`src/rtl/mem_arbiter.sv`:
```
// mem_arbiter: shares one single-port system RAM between the CPU memory
// interface and a DMA/boot-loader port. The CPU has fixed priority; a
// bounded-wait counter forces a DMA grant after DMA_MAX_WAIT contested CPU
// wins. Each transaction is latched at grant, held on the RAM pins for
// RAM_LAT+1 cycles and closed with a one-cycle ack pulse to its owner.
//
// state   | meaning
// IDLE    | RAM free; arbitrate when neither ack is pulsing
// CPU_ACC | CPU transaction on the RAM pins, cnt counts beats 0..RAM_LAT
// DMA_ACC | DMA transaction on the RAM pins, cnt counts beats 0..RAM_LAT
module mem_arbiter #(
   parameter int AW           = 16,
   parameter int DW           = 16,
   parameter int RAM_LAT      = 1,
   parameter int DMA_MAX_WAIT = 4
) (
   input  logic          clk,
   input  logic          reset,
   input  logic          cpu_req,
   input  logic          cpu_we,
   input  logic [AW-1:0] cpu_addr,
   input  logic [DW-1:0] cpu_wdata,
   output logic          cpu_gnt,
   output logic          cpu_ack,
   output logic [DW-1:0] cpu_rdata,
   input  logic          dma_req,
   input  logic          dma_we,
   input  logic [AW-1:0] dma_addr,
   input  logic [DW-1:0] dma_wdata,
   output logic          dma_gnt,
   output logic          dma_ack,
   output logic [DW-1:0] dma_rdata,
   output logic [AW-1:0] ram_addr,
   output logic [DW-1:0] ram_wdata,
   output logic          ram_we,
   input  logic [DW-1:0] ram_rdata,
   output logic [1:0]    state
);

   typedef enum logic [1:0] {
      IDLE    = 2'd0,
      CPU_ACC = 2'd1,
      DMA_ACC = 2'd2
   } state_t;

   // Counter widths sized so RAM_LAT and DMA_MAX_WAIT are representable;
   // DMA_MAX_WAIT=0 still needs a one-bit counter that simply never moves.
   localparam int CW = (RAM_LAT < 1) ? 1 : $clog2(RAM_LAT + 1);
   localparam int WW = (DMA_MAX_WAIT < 1) ? 1 : $clog2(DMA_MAX_WAIT + 1);
   localparam logic [CW-1:0] LAT_C = CW'(RAM_LAT);
   localparam logic [WW-1:0] MAX_W = WW'(DMA_MAX_WAIT);

   state_t        st;
   logic [CW-1:0] cnt;
   logic [WW-1:0] wait_cnt;
   logic          we_lat;
   logic          arb_en;
   logic          pick_cpu;
   logic          pick_dma;
   logic          last_beat;

   assign state = st;

   // Arbitration decision; the ack holdoff gives a requester one cycle to
   // drop or change its request before it can be sampled again.
   always_comb begin
      arb_en    = (st == IDLE) && !cpu_ack && !dma_ack;
      pick_dma  = arb_en && dma_req && (!cpu_req || (wait_cnt == MAX_W));
      pick_cpu  = arb_en && cpu_req && !pick_dma;
      last_beat = (cnt == LAT_C);
   end

   // Arbiter FSM with registered grants, acks, RAM pins and read data.
   always_ff @(posedge clk) begin
      if (reset) begin
         st        <= IDLE;
         cnt       <= '0;
         wait_cnt  <= '0;
         we_lat    <= 1'b0;
         cpu_gnt   <= 1'b0;
         dma_gnt   <= 1'b0;
         cpu_ack   <= 1'b0;
         dma_ack   <= 1'b0;
         ram_we    <= 1'b0;
         ram_addr  <= '0;
         ram_wdata <= '0;
         cpu_rdata <= '0;
         dma_rdata <= '0;
      end else begin
         cpu_ack <= 1'b0;
         dma_ack <= 1'b0;
         case (st)
            IDLE: begin
               cnt <= '0;
               if (arb_en) begin
                  // Only a CPU win over a waiting DMA counts toward the guard.
                  if (pick_dma || !dma_req) begin
                     wait_cnt <= '0;
                  end else if (pick_cpu && (wait_cnt != MAX_W)) begin
                     wait_cnt <= wait_cnt + 1'b1;
                  end
               end
               if (pick_cpu) begin
                  st        <= CPU_ACC;
                  cpu_gnt   <= 1'b1;
                  we_lat    <= cpu_we;
                  ram_we    <= cpu_we;
                  ram_addr  <= cpu_addr;
                  ram_wdata <= cpu_wdata;
               end else if (pick_dma) begin
                  st        <= DMA_ACC;
                  dma_gnt   <= 1'b1;
                  we_lat    <= dma_we;
                  ram_we    <= dma_we;
                  ram_addr  <= dma_addr;
                  ram_wdata <= dma_wdata;
               end
            end
            CPU_ACC, DMA_ACC: begin
               // Write strobe lives only in beat 0; address/data stay put.
               ram_we <= 1'b0;
               cnt    <= cnt + 1'b1;
               if (last_beat) begin
                  if (!we_lat) begin
                     if (st == CPU_ACC) begin
                        cpu_rdata <= ram_rdata;
                     end else begin
                        dma_rdata <= ram_rdata;
                     end
                  end
                  if (st == CPU_ACC) begin
                     cpu_ack <= 1'b1;
                  end else begin
                     dma_ack <= 1'b1;
                  end
                  cpu_gnt   <= 1'b0;
                  dma_gnt   <= 1'b0;
                  ram_addr  <= '0;
                  ram_wdata <= '0;
                  st        <= IDLE;
               end
            end
            default: begin
               st        <= IDLE;
               cnt       <= '0;
               cpu_gnt   <= 1'b0;
               dma_gnt   <= 1'b0;
               ram_we    <= 1'b0;
               ram_addr  <= '0;
               ram_wdata <= '0;
            end
         endcase
      end
   end

endmodule
```
`config.mk`:
```
export PLATFORM = sky130hd
export DESIGN_NAME = mem_arbiter
export DESIGN_NICKNAME = d
export VERILOG_FILES = /design/src/rtl/mem_arbiter.sv
export SDC_FILE = /design/constraint.sdc
export NUM_CORES = 1
export LEC_CHECK = 0
export CAP_MARGIN = 30
export CORE_UTILIZATION = 38
export CTS_BUF_LIST = sky130_fd_sc_hd__clkbuf_8
export CTS_CLUSTER_SIZE = 28
export DETAILED_ROUTE_END_ITERATION = 16
export PLACE_DENSITY_LB_ADDON = 0.15
export SLEW_MARGIN = 20
export SYNTH_ARGS = -nofsm -noshare
export SYNTH_HDL_FRONTEND = slang
export SYNTH_SLANG_ARGS = --single-unit
```
`constraint.sdc`:
```
create_clock -name clk -period 1.75 [get_ports clk]
set_clock_uncertainty 0.1 [all_clocks]
set_input_delay 0.175 -clock clk [delete_from_list [all_inputs] [get_ports clk]]
set_output_delay 0.175 -clock clk [all_outputs]
set_load 0.01 [all_outputs]
```
After elaboration in Yosys (flattened, before gate mapping)
Index checks and enable logic that the tools add are counted.
{ "word_totals": {"latch_bits": 0, "memories": 0, "mem_bits_ro": 0, "out_inout_bits": 71, "register_bits": 76, "mem_bits_rw": 0} }
{ "op_classes": {"mux": 23, "bitwise_logic": 5, "n_reduce_logical": 28, "order_cmp": 0, "shift": 0, "add_sub_neg": 2, "eq_ne": 9, "div": 0, "mul": 0} }
{ "ops": {"columns": ["op", "n"], "rows": [
  ["2-to-1 mux 16 bit", 5],
  ["case mux 16 bit (2 select lines)", 2],
  ["2-to-1 mux 1 bit", 8],
  ["!= test 2 bit, second input constant", 4],
  ["AND reduction 4 bit", 2],
  ["logical AND 1 bit", 7],
  ["2-to-1 mux 2 bit", 3],
  ["2-to-1 mux 3 bit", 2],
  ["!= test 3 bit, second input constant", 2],
  ["AND reduction 2 bit", 3],
  ["AND reduction 3 bit", 2],
  ["OR reduction 2 bit", 3],
  ["zero test 1 bit", 5],
  ["inverter 1 bit", 5],
  ["case mux 1 bit (2 select lines)", 2],
  ["case mux 2 bit (2 select lines)", 1],
  ["nonzero test 2 bit", 2],
  ["adder 3 x 1 -> 3 bit, second input constant", 1],
  ["== test 3 bit, second input constant", 1],
  ["OR reduction 3 bit", 1],
  ["== test 2 x 1 -> 1 bit, second input constant", 1],
  ["== test 2 bit, second input constant", 1],
  ["zero test 2 bit", 1],
  ["logical OR 1 bit", 2],
  ["adder 1 bit, second input constant", 1]
]} }

Longest topological paths before layout
{ "depth": {"depth_word": 10, "ltp_mapped": 8, "ltp_nobuf": 6} }

Least setup slack after synthesis
No wires, ideal clock.
{ "synth_timing": {"path_kind": "register to register", "startpoint": "reg st[0] (netlist: state[0])", "endpoint": "reg we_lat", "arrival_time_ps": 1696, "slack_ps": -179, "synth_period_minus_slack_ps": 1929, "setup_time_ps": 133, "stages_incl_launch_ff": 8, "cell_sequence": "dfxtp_1 > inv_1 > ha_1 > nor3b_4 > and3_1 > buf_4 > a2111oi_2 > nor3_1"} }
{ "synth_between": {"elab_chain_cells": 9, "elab_cells_between_ends": 11} }
{ "synth_lines": {"columns": ["item", "line_no", "source"], "rows": [
  ["start: declaration", "53", "state_t st;"],
  ["start signal: assignment", "76", "st <= IDLE;"],
  ["start signal: assignment", "104", "st <= CPU_ACC;"],
  ["start signal: assignment", "111", "st <= DMA_ACC;"],
  ["zero test 2 bit (*)", "67, 92", null],
  ["logical AND 1 bit (2 in series)", "67", "arb_en = (st == IDLE) && !cpu_ack && !dma_ack;"],
  ["logical AND 1 bit (2 in series)", "68", "pick_dma = arb_en && dma_req && (!cpu_req || (wait_cnt == MAX_W));"],
  ["zero test 1 bit", "69", "pick_cpu = arb_en && cpu_req && !pick_dma;"],
  ["logical AND 1 bit", "69", null],
  ["nonzero test 2 bit (no line)", null, null],
  ["AND reduction 2 bit (no line)", null, null],
  ["end signal: assignment", "106", "we_lat <= cpu_we;"],
  ["end signal: assignment", "113", "we_lat <= dma_we;"],
  ["end: declaration", "56", "logic we_lat;"]
]} }
Every way passes the cells marked *; elsewhere a longest branch is shown, timed or not.
A chain may end at the register's enable or synchronous reset.

Final worst setup path
{ "layout_timing": {"startpoint": "reg st[1] (netlist: state[1])", "endpoint": "reg ram_addr[0]"} }
{ "layout_between": {"elab_chain_cells": 9, "elab_cells_between_ends": 16} }
{ "layout_lines": {"columns": ["item", "line_no", "source"], "rows": [
  ["zero test 2 bit", "67, 92", null],
  ["logical AND 1 bit (2 in series)", "67", null],
  ["logical AND 1 bit (2 in series)", "68", null],
  ["zero test 1 bit", "69", null],
  ["logical AND 1 bit", "69", null],
  ["2-to-1 mux 16 bit / != test 3 bit (equally long branches)", null, null],
  ["case mux 16 bit (2 select lines) / AND reduction 2 bit (equally long branches)", null, null],
  ["end signal: assignment", "108", "ram_addr <= cpu_addr;"],
  ["end signal: assignment", "115", "ram_addr <= dma_addr;"],
  ["end: declaration", "33", "output logic [AW-1:0] ram_addr,"]
]} }
Parallel ways exist; a longest one is shown, timed or not.

==> summary.txt <==
Run status
  • Status: complete, but fails checks
  • Failing checks: negative setup slack

Yosys
  • Largest area contributor in the netlist: dfxtp_1
  • Mapped Nets: 489
  • Commonest cells in the netlist: nand2_1, dfxtp_1, a21oi_1
  • Mapped cell area: 3210 sq um
  • Synth cell types: 33
  • Gate Count Post-Synth: 398
  • Top post-synthesis cells by area: dfxtp_1, nand2_1, a21oi_1
  • Post-synth EDFFs: 0
  • Syn Area/Cell: 8.07 sq um
  • Share of the synthesized area in the top cell type: 0.474
  • Synth Warn #: 0
  • Synth Flop Type: dfxtp_1
  • Register area share after synthesis: 0.474
  • Async S/R FF share, synth: 0
  • Most frequent cell after synthesis: nand2_1
  • Yosys reg bits: 76

Global route
  • Maximum number of pins on one net before global-route repair: 76
  • Tot GR Track Use: 0.229
  • Initial antenna violation count: 0
  • Vias in the first global route: 3184
  • First-pass GRT wire length: 15700 um
  • Global route overflow: 0

Placed design
  • Final HPWL DP: 6630 um
  • Area after DPL: 4960 sq um
  • I/O Buffers: 156
  • GP Congestion: 0.746
  • Place WS: -0.193 ns

Routing
  • WL final: 10400 um
  • Via count: 3495
  • Avg Vias per Cell: 5.22
  • Initial DRC count: 104
  • WL per Instance: 15.6 um
  • Detail Route Antenna Nets: 0
  • # DRC: 0
  • Drt pass-1 iters: 4

STA
  • Hold slack: 0.238 ns
  • Worst-margin pin slew: 0.391 ns
  • Hold Violations, Final: 0
  • Final setup vio count: 3
  • Setup TNS: -0.124 ns
  • Max_slew headroom: 0.739
  • Period utilization: 1.04
  • Fmax: 552 MHz
  • Worst setup margin: -0.0627 ns
  • Post-layout minimum cycle time: 1.81 ns
  • Slew Limit Fails: 0
  • Unrepaired setup endpoints after global routing: true

Power and ir drop
  • Peak supply drop: 0.831 mV
  • Pwr/cell area: 1540 nW/um^2
  • Leakage power: 1.99 nW
  • Power, Total: 8.54 mW

Clock tree
  • Clock root cell: clkbuf_8
  • Clk buf depth: 2
  • CTS Buf Count: 9
  • CTS tree: built
  • TritonCTS Sinks: 76
  • Clk slew on worst S/H paths: 0.09 ns
  • Worst-Skew Late Latency: 0.34 ns
  • H-tree levels: 3
  • Number of hold buffers added after CTS: 0

Floorplanning
  • Die width: 93.9 um
  • Full die area: 8820 sq um
  • Core Area: 8220 sq um
  • Starting Density: 0.391
  • Height of the chip: 93.9 um
  • Num ports: 157
  • Cell Rows: 33

Worst setup path
  • Slowest cell on crit path: dfxtp_2
  • CP peak stage delay: 0.34 ns
  • Crit path max fanout: 9
  • Startpoint Class: register
  • Worst R2R End: ram_addr[0]
  • FF-to-FF setup slack: -0.06 ns
  • Critical Path RT: 1.89 ns
  • Crit-path leading delay family: buffers and inverters
  • WP buf/inv: 4
  • CP Data Arrival Time: 1.95 ns
  • Crit. End Element: register
  • Reg-to-Reg Start: state[1]
  • Reg2Reg Depth: 9
  • Setup CP Type: register to register
  • Worst path cell trace: inv_2 -> ha_4 -> nor3b_4 -> buf_6 -> nand3_4 -> buf_4 -> buf_12 -> nand3_1 -> a311oi_1

Layout
  • Nets@finish: 650
  • Area growth syn-to-layout: 72.7%
  • Fin area: 5550 sq um
  • N_diodes: 0
  • Fillers: 680
  • Ratio of cells with drive above 1 in the final layout: 0.167

Min path
  • Hold Path End: ram_wdata[11]
  • HP Start: reset
  • Hold path depth: 3
  • Hold WC Path Type: primary input to register

Run
  • Maximum capacitance violations: 0
==> area by class of cell <==
class	instances	area (sq um)	area share
Sequential cell	76	1530	0.275
Clock buffer	9	124	0.0223
Multi-Input combinational cell	278	1720	0.310
Tap cell	105	131	0.0237
Clock inverter	7	77.6	0.0140
Timing Repair Buffer	187	1940	0.350
Inverter	7	26.3	0.00474
==> per-stage QoR <==
| step | util | instances |
|---|---|---|
| 5_1_grt | 0.675 | 669 |
| 4_1_cts | 0.644 | 663 |
| 2_1_floorplan | - | 398 |
| 3_3_place_gp | 0.604 | 642 |
| 6_report | 0.675 | 669 |
| 3_5_place_dp | 0.604 | 642 |
==> report_power, final <==
part	switching, mW	total, mW	internal, mW
clock	0.694	1.36	0.666
sequential	0.302	2.55	2.25
combinational	2.29	4.63	2.34
==> worst max-delay path by stage <==
stage	from	slack [ns]	to	cells after the start
floorplan	state[0]	-0.02	ram_addr[0]	8
global placement	cpu_req	-0.15	ram_wdata[5]	6
detailed placement	cpu_req	-0.19	ram_addr[0]	6
CTS	state[0]	0.001	ram_wdata[11]	9
global route	state[1]	-0.09	ram_wdata[1]	9
finish	state[1]	-0.06	ram_addr[0]	9
==> worst register-to-register path, delay by kind of cell (launching register included) <==
family,cells,cell delay (ns)
adder cells (fa/ha/maj),1,0.17
AND/OR/NAND/NOR,3,0.35
AO/OA/AOI/OAI,1,0.33
buffers and inverters,4,0.43
flip-flops,1,0.34
==> sequential cells by signal (all words and copies together) (netlist names), 2 cells and up <==
register / cells
ram_wdata: 16
wait_cnt: 3
dma_rdata: 16
state: 2
ram_addr: 16
cpu_rdata: 16
==> cells in the final DEF, fill, tap and decap left out, drive strengths merged, types with 2 or more instances in the layout <==
cell,n
nand3,37
buf,31
inv,7
dfxtp,76
clkdlybuf4s50,154
clkbuf,10
a21oi,70
a311oi,32
ha,5
nand2,103
clkinv,5
nor3b,2
o31ai,2
nor3,4
a211oi,2
nor2,8
==> cells by family after synthesis <==
group | synth area share
fa+ha+maj | 0.0195
compound gates | 0.228
simple gates | 0.217
flops | 0.474
buf+inv | 0.0616
==> routing by layer <==
layer  part of all wire  track usage  up-vias
li1                   -            -     1721
met1               0.41        0.280     1644
met2               0.50        0.385      120
met3              0.075       0.0728       10
met4              0.015       0.0628        0
met5                  0            0        -
==> repair_timing <==
item | 4_1_cts | 5_1_grt
setup endpoints to repair | 48 | 43
gates cloned | 2 | 1
gates resized for setup | 12 | 37
buffers inserted | 3 | 5
pin swaps | 1 | 12
Power figures use the tool's default switching activity.
